[config.mk]
export PLATFORM = sky130hd
export DESIGN_NAME = transpose_buffer_pp
export DESIGN_NICKNAME = d
export VERILOG_FILES = /design/src/rtl/transpose_pkg.sv /design/src/rtl/transpose_buffer_pp_dpram.sv /design/src/rtl/transpose_buffer_pp.sv
export SDC_FILE = /design/constraint.sdc
export NUM_CORES = 1
export LEC_CHECK = 0
export CORE_MARGIN = 5
export CORE_UTILIZATION = 45
export CTS_CLUSTER_SIZE = 24
export DETAILED_ROUTE_END_ITERATION = 8
export PLACE_DENSITY = 0.69
export SKIP_CTS_REPAIR_TIMING = 1
export SYNTH_ARGS = -nofsm -noshare
export SYNTH_HDL_FRONTEND = slang
export SYNTH_SLANG_ARGS = --single-unit
export TNS_END_PERCENT = 50
[constraint.sdc]
create_clock -name clk -period 5.9 [get_ports clk]
set_clock_uncertainty 0.2 [all_clocks]
set_input_delay 1.475 -clock clk [delete_from_list [all_inputs] [get_ports clk]]
set_output_delay 1.475 -clock clk [all_outputs]
set_load 0.1 [all_outputs]
[src/rtl/transpose_pkg.sv]
// Shared types and sizing helpers for the ping-pong transpose buffer.
package transpose_pkg;

  typedef enum logic [1:0] {
    EMPTY    = 2'd0,
    FILLING  = 2'd1,
    FULL     = 2'd2,
    DRAINING = 2'd3
  } bank_state_t;

  function automatic int clog2(input int value);
    int w;
    w = 0;
    while ((1 << w) < value) w++;
    return w;
  endfunction

  localparam int DEF_DIM = 8;
  localparam int IDX_W   = clog2(DEF_DIM);
  localparam int CNT_W   = 2 * IDX_W;

endpackage

[src/rtl/transpose_buffer_pp_dpram.sv]
// Simple dual-port RAM: one write port, one registered read port with read enable.
module tb_dpram
  import transpose_pkg::*;
#(
  parameter int DATA_W = 12,
  parameter int AW     = 7
) (
  input  logic              clk,
  input  logic              we,
  input  logic [AW-1:0]     waddr,
  input  logic [DATA_W-1:0] wdata,
  input  logic              re,
  input  logic [AW-1:0]     raddr,
  output logic [DATA_W-1:0] rdata
);

  logic [DATA_W-1:0] mem [2**AW];

  always_ff @(posedge clk) begin
    if (we) mem[waddr] <= wdata;
  end

  // rdata holds its value while re is low, so it doubles as a pipeline stage
  always_ff @(posedge clk) begin
    if (re) rdata <= mem[raddr];
  end

endmodule

[src/rtl/transpose_buffer_pp.sv]
// Ping-pong DIM x DIM block transpose buffer: row-major in, column-major out.
// Optional macro TB_BYPASS_EN adds a per-block row-major pass-through input.
module transpose_buffer_pp
  import transpose_pkg::*;
#(
  parameter int DATA_W = 12,
  parameter int DIM    = 8
) (
  input  logic              clk,
  input  logic              rst,
  input  logic              in_valid,
  output logic              in_ready,
  input  logic [DATA_W-1:0] in_data,
  output logic              out_valid,
  input  logic              out_ready,
  output logic [DATA_W-1:0] out_data,
  output logic              out_first,
`ifdef TB_BYPASS_EN
  output logic              out_last,
  input  logic              bypass
`else
  output logic              out_last
`endif
);

  localparam int IW = clog2(DIM);
  localparam int CW = 2 * IW;
  localparam int AW = CW + 1;

  bank_state_t       bstate [2];
  logic              wbank, rbank;
  logic [CW-1:0]     wcnt, rcnt;
  logic              wr_en, rd_ok, rd_en, rd_byp;
  logic [AW-1:0]     waddr, raddr;

  logic [DATA_W-1:0] rdata_p1;
  logic              vld_p1, first_p1, last_p1;

  logic [1:0]        occ;
  logic [DATA_W-1:0] data_p2  [2];
  logic              first_p2 [2];
  logic              last_p2  [2];
  logic              move, pop, push_idx;

`ifdef TB_BYPASS_EN
  logic byp [2];

  always_ff @(posedge clk) begin
    if (rst) byp <= '{default: 1'b0};
    else if (wr_en && (wcnt == '0)) byp[wbank] <= bypass;
  end

  assign rd_byp = byp[rbank];
`else
  assign rd_byp = 1'b0;
`endif

  assign in_ready = (bstate[wbank] == EMPTY) || (bstate[wbank] == FILLING);
  assign wr_en    = in_valid && in_ready;
  assign waddr    = {wbank, wcnt};

  // Read issue looks only at registered occupancy, never at out_ready
  assign rd_ok = (bstate[rbank] == FULL) || (bstate[rbank] == DRAINING);
  assign move  = vld_p1 && (occ != 2'd2);
  assign rd_en = rd_ok && (!vld_p1 || move);
  assign raddr = rd_byp ? {rbank, rcnt} : {rbank, rcnt[IW-1:0], rcnt[CW-1:IW]};

  always_ff @(posedge clk) begin
    if (rst) begin
      bstate <= '{default: EMPTY};
      wbank  <= 1'b0;
      rbank  <= 1'b0;
      wcnt   <= '0;
      rcnt   <= '0;
    end else begin
      if (wr_en) begin
        wcnt <= wcnt + 1'b1;
        if (wcnt == '1) begin
          bstate[wbank] <= FULL;
          wbank         <= ~wbank;
        end else begin
          bstate[wbank] <= FILLING;
        end
      end
      if (rd_en) begin
        rcnt <= rcnt + 1'b1;
        if (rcnt == '1) begin
          bstate[rbank] <= EMPTY;
          rbank         <= ~rbank;
        end else begin
          bstate[rbank] <= DRAINING;
        end
      end
    end
  end

  tb_dpram #(
    .DATA_W (DATA_W),
    .AW     (AW)
  ) u_ram (
    .clk   (clk),
    .we    (wr_en),
    .waddr (waddr),
    .wdata (in_data),
    .re    (rd_en),
    .raddr (raddr),
    .rdata (rdata_p1)
  );

  // Stage p1: RAM output register with block tags from the read count
  always_ff @(posedge clk) begin
    if (rst) vld_p1 <= 1'b0;
    else if (rd_en) vld_p1 <= 1'b1;
    else if (move) vld_p1 <= 1'b0;
  end

  always_ff @(posedge clk) begin
    if (rd_en) begin
      first_p1 <= (rcnt == '0);
      last_p1  <= (rcnt == '1);
    end
  end

  // Stage p2: two-entry skid buffer, entry 0 is the output head
  assign pop      = out_valid && out_ready;
  assign push_idx = (occ == 2'd1) && !pop;

  always_ff @(posedge clk) begin
    if (rst) occ <= '0;
    else begin
      case ({move, pop})
        2'b10:   occ <= occ + 2'd1;
        2'b01:   occ <= occ - 2'd1;
        default: occ <= occ;
      endcase
    end
  end

  always_ff @(posedge clk) begin
    if (pop) begin
      data_p2[0]  <= data_p2[1];
      first_p2[0] <= first_p2[1];
      last_p2[0]  <= last_p2[1];
    end
    if (move) begin
      data_p2[push_idx]  <= rdata_p1;
      first_p2[push_idx] <= first_p1;
      last_p2[push_idx]  <= last_p1;
    end
  end

  assign out_valid = (occ != 2'd0);
  assign out_data  = out_valid ? data_p2[0] : '0;
  assign out_first = out_valid && first_p2[0];
  assign out_last  = out_valid && last_p2[0];

endmodule

==> summary.md <==
| Metric | Value |
|---|---|
| CORE AREA | `137000 µm²` |
| Total track usage | `0.196` |
| Pin count of the biggest net entering global routing | `147` |
| Bufs on Longest Clock Path | `3` |
| Clock sinks | `~1600` |
| Grt total ovfl | `0` |
| Worst path arrival time | `about 3.1 ns` |
| R2R depth | `6` |
| Synth warnings | `0` |
| Worst IR Drop VDD | `0.223 mV` |
| P_sw | `between 4 and 5 mW` |
| Via count | `30300` |
| Synth Net Count | `around 3000` |
| Vias in the first global route | `29900` |
| Synth top area cells | `edfxtp_1 (77%), mux4_2 (10%), mux2i_1 (4.0%), nor2_1 (1.2%), a22oi_1 (1.2%)` |
| Crit-path max cell delay | `1.15 ns` |
| Vias per cell | `5.98` |
| Post-synth EDFFs | `1578` |
| Net Sw Frac | `0.205` |
| Main synth FF type | `edfxtp_1` |
| Iter 0 DRT Violations | `3856` |
| Synth Cell Area | `around 60000 µm²` |
| Chip width | `~380 µm` |
| Design Power | `between 20 and 25 mW` |
| Status | `finished clean` |
| Setup tns final | `0 ns` |
| Final hold slack | `0.262 ns` |
| Mean area per synthesized cell | `20.5 µm²` |
| Min Tclk post-route | `4.77 ns` |
| Routability cong. | `0.911` |
| I/O pin cnt | `32` |
| Synth cell count leaders | `edfxtp_1 (1578), mux4_2 (288), mux2i_1 (244)` |
| Worst skew pair latency | `0.79 ns` |
| Antenna violations before repair | `0` |
| Worst slew margin | `0.181` |
| DRC errors left | `0` |
| Combinational share of power | `0.023` |
| Area Overhead vs Synth | `11.8%` |
| Number of diodes | `0` |
| Final net count | `3172` |
| TritonCTS clock tree | `yes` |
| Area after DPL | `64300 µm²` |
| Routed Wire Length | `144000 µm` |
| Core Rows | `136` |
| Depth of the CTS H-tree | `4` |
| Syn Inst Count | `3007` |
| Endpoints failing setup | `0` |
| Slew @ Worst Pin | `1.22 ns` |
| Worst-path clk slew | `0.06 ns` |
| Ys async rst share | `0` |
| Die ar. | `between 100000 and 150000 µm²` |
| Most common cell in the netlist | `edfxtp_1` |
| Unique masters post-synth | `44` |
| Die Span Y | `about 380 µm` |
| Int Power | `~18 mW` |
| Worst Hold Depth | `0` |
| CTS Buf Count | `about 150` |
| Fmax | `210 MHz` |
| # port buffers | `31` |
| Sequential Power Share | `0.559` |
| Largest area contributor in the netlist | `edfxtp_1` |
| Pins over their slew limit | `0` |
| CTS Root Cell | `clkbuf_16` |
| Crit-path max FO | `15` |
| Yosys top cell area share | `0.767` |
| FF+latch count, synth | `1597` |
| RSZ-0062 raised after global routing | `no` |
| CP Class | `reg -> out` |
| Finished Cell Area | `just under 70000 µm²` |
| DRT antenna net count | `0` |
| Share of layout cells above drive strength 1 | `0.202` |
| Hold Vio Cnt, Final | `0` |
| Crit end category | `output port` |
| Worst setup SP type | `flop` |
| First-pass GRT wire length | `208000 µm` |
| Routed len/inst | `28.5 µm` |
| Sequential area share after synthesis | `0.773` |
| Hold WC Path Type | `reg -> reg` |
| WP data required | `4.22 ns` |
| Initial Util | `0.451` |
| Final core utilization | `0.504` |
| Drt first pass iters | `5` |
| P per Cell Area | `roughly 320 nW/µm²` |
| P_leak | `20.4 nW` |
| HPWL Detailed | `around 85000 µm` |
| CP cell instances | `inv_1 -> ha_1 -> nor2b_1 -> clkdlybuf4s50_1` |
| Clock power share | `0.418` |
| Final Cycle Share | `0.808` |
| CP max stage cell | `clkdlybuf4s50_1` |
| # Max-Cap Violations | `0` |
==> final cells by class <==
class	count	area, µm²
Clock buffer	205	4070
Clock inverter	73	664
Fill cell	10500	67900
Inverter	8	30.0
Multi-Input combinational cell	1229	12900
Sequential cell	1597	47800
Tap cell	1794	2240
Timing Repair Buffer	160	1410
==> worst paths after layout <==
kind	start	end	slack (ns)
setup / recovery	occ[0]$_SDFFE_PP0P_	out_data[2]	1.13
hold / removal	u_ram.rdata[0]$_DFFE_PP_	data_p2[1][0]$_DFFE_PP_	0.26
setup reg to reg	wbank$_SDFFE_PP0P_	u_ram.mem[110][8]$_DFFE_PP_	1.68
hold reg to reg	u_ram.rdata[0]$_DFFE_PP_	data_p2[1][0]$_DFFE_PP_	0.26
==> power by group through the flow <==
stage               Combinational (mW)  Sequential [mW]  Clock, mW
finish                           0.524             12.5       9.36
global route                     0.542             12.5       9.99
CTS                              0.525             12.5       9.50
detailed placement               0.525             12.7          0
global placement                 0.513             12.7          0
floorplan                        0.188             12.7          0
==> logic make-up after synthesis <==
kind of cell / after synthesis / synth area share
AO/OA/AOI/OAI: 336 / 0.0340
XOR/XNOR: 12 / 0.00170
adder cells (fa/ha/maj): 7 / 0.00142
buffers and inverters: 181 / 0.0190
flip-flops: 1597 / 0.773
multiplexers: 546 / 0.147
AND/OR/NAND/NOR: 328 / 0.0236
==> sequential cells by signal (all words and copies together) (netlist names) <==
signal and flops:
vld_p1 1, wbank 1, last_p1 1, data_p2 24, wcnt 6, first_p1 1, u_ram.mem 1536, u_ram.rdata 12
last_p2 2, bstate 2, occ 2, rbank 1, rcnt 6, first_p2 2
==> metrics by stage <==
stage / cells / worst slack (ns)
2_1_floorplan: 3007 / 1.66
3_3_place_gp: 4788 / 0.756
3_5_place_dp: 4788 / 0.615
4_1_cts: 5066 / 1.04
5_1_grt: 5066 / 0.999
6_report: 5066 / 1.13
==> cell usage in the layout (no fill, tap or decap), types with 5 or more instances in the layout <==
cell type and n:
o32ai_1 12, nor2b_1 21, dfxtp_1 15, o21ai_1 13, inv_6 7, nor4_1 24, buf_12 13, bufinv_16 8
clkinv_2 15, a22oi_1 96, ha_1 7, clkbuf_16 154, nand2_1 23, nor2_1 198, nor3_1 24, mux2_2 14
mux4_2 288, a211oi_1 11, clkinv_8 5, o22ai_1 73, buf_4 129, clkbuf_1 49, a21oi_1 124, clkdlybuf4s50_1 18
clkinv_1 32, xor2_1 9, nand3_1 12, inv_1 7, mux2i_1 244, edfxtp_1 1578
==> worst max-delay path: cells and delay by family (launching register included) <==
| family | cells | cell delay (ns) |
|---|---|---|
| buffers and inverters | 2 | 1.23 |
| adder cells (fa/ha/maj) | 1 | 0.50 |
| flip-flops | 1 | 0.36 |
| AND/OR/NAND/NOR | 1 | 0.22 |
==> layer usage <==
| metal | track usage | share of wire |
|---|---|---|
| met5 | 0 | 0 |
| met4 | 0.0633 | 0.029 |
| met3 | 0.0411 | 0.092 |
| met2 | 0.304 | 0.47 |
| met1 | 0.280 | 0.41 |
(Power assumes the default switching activity.)
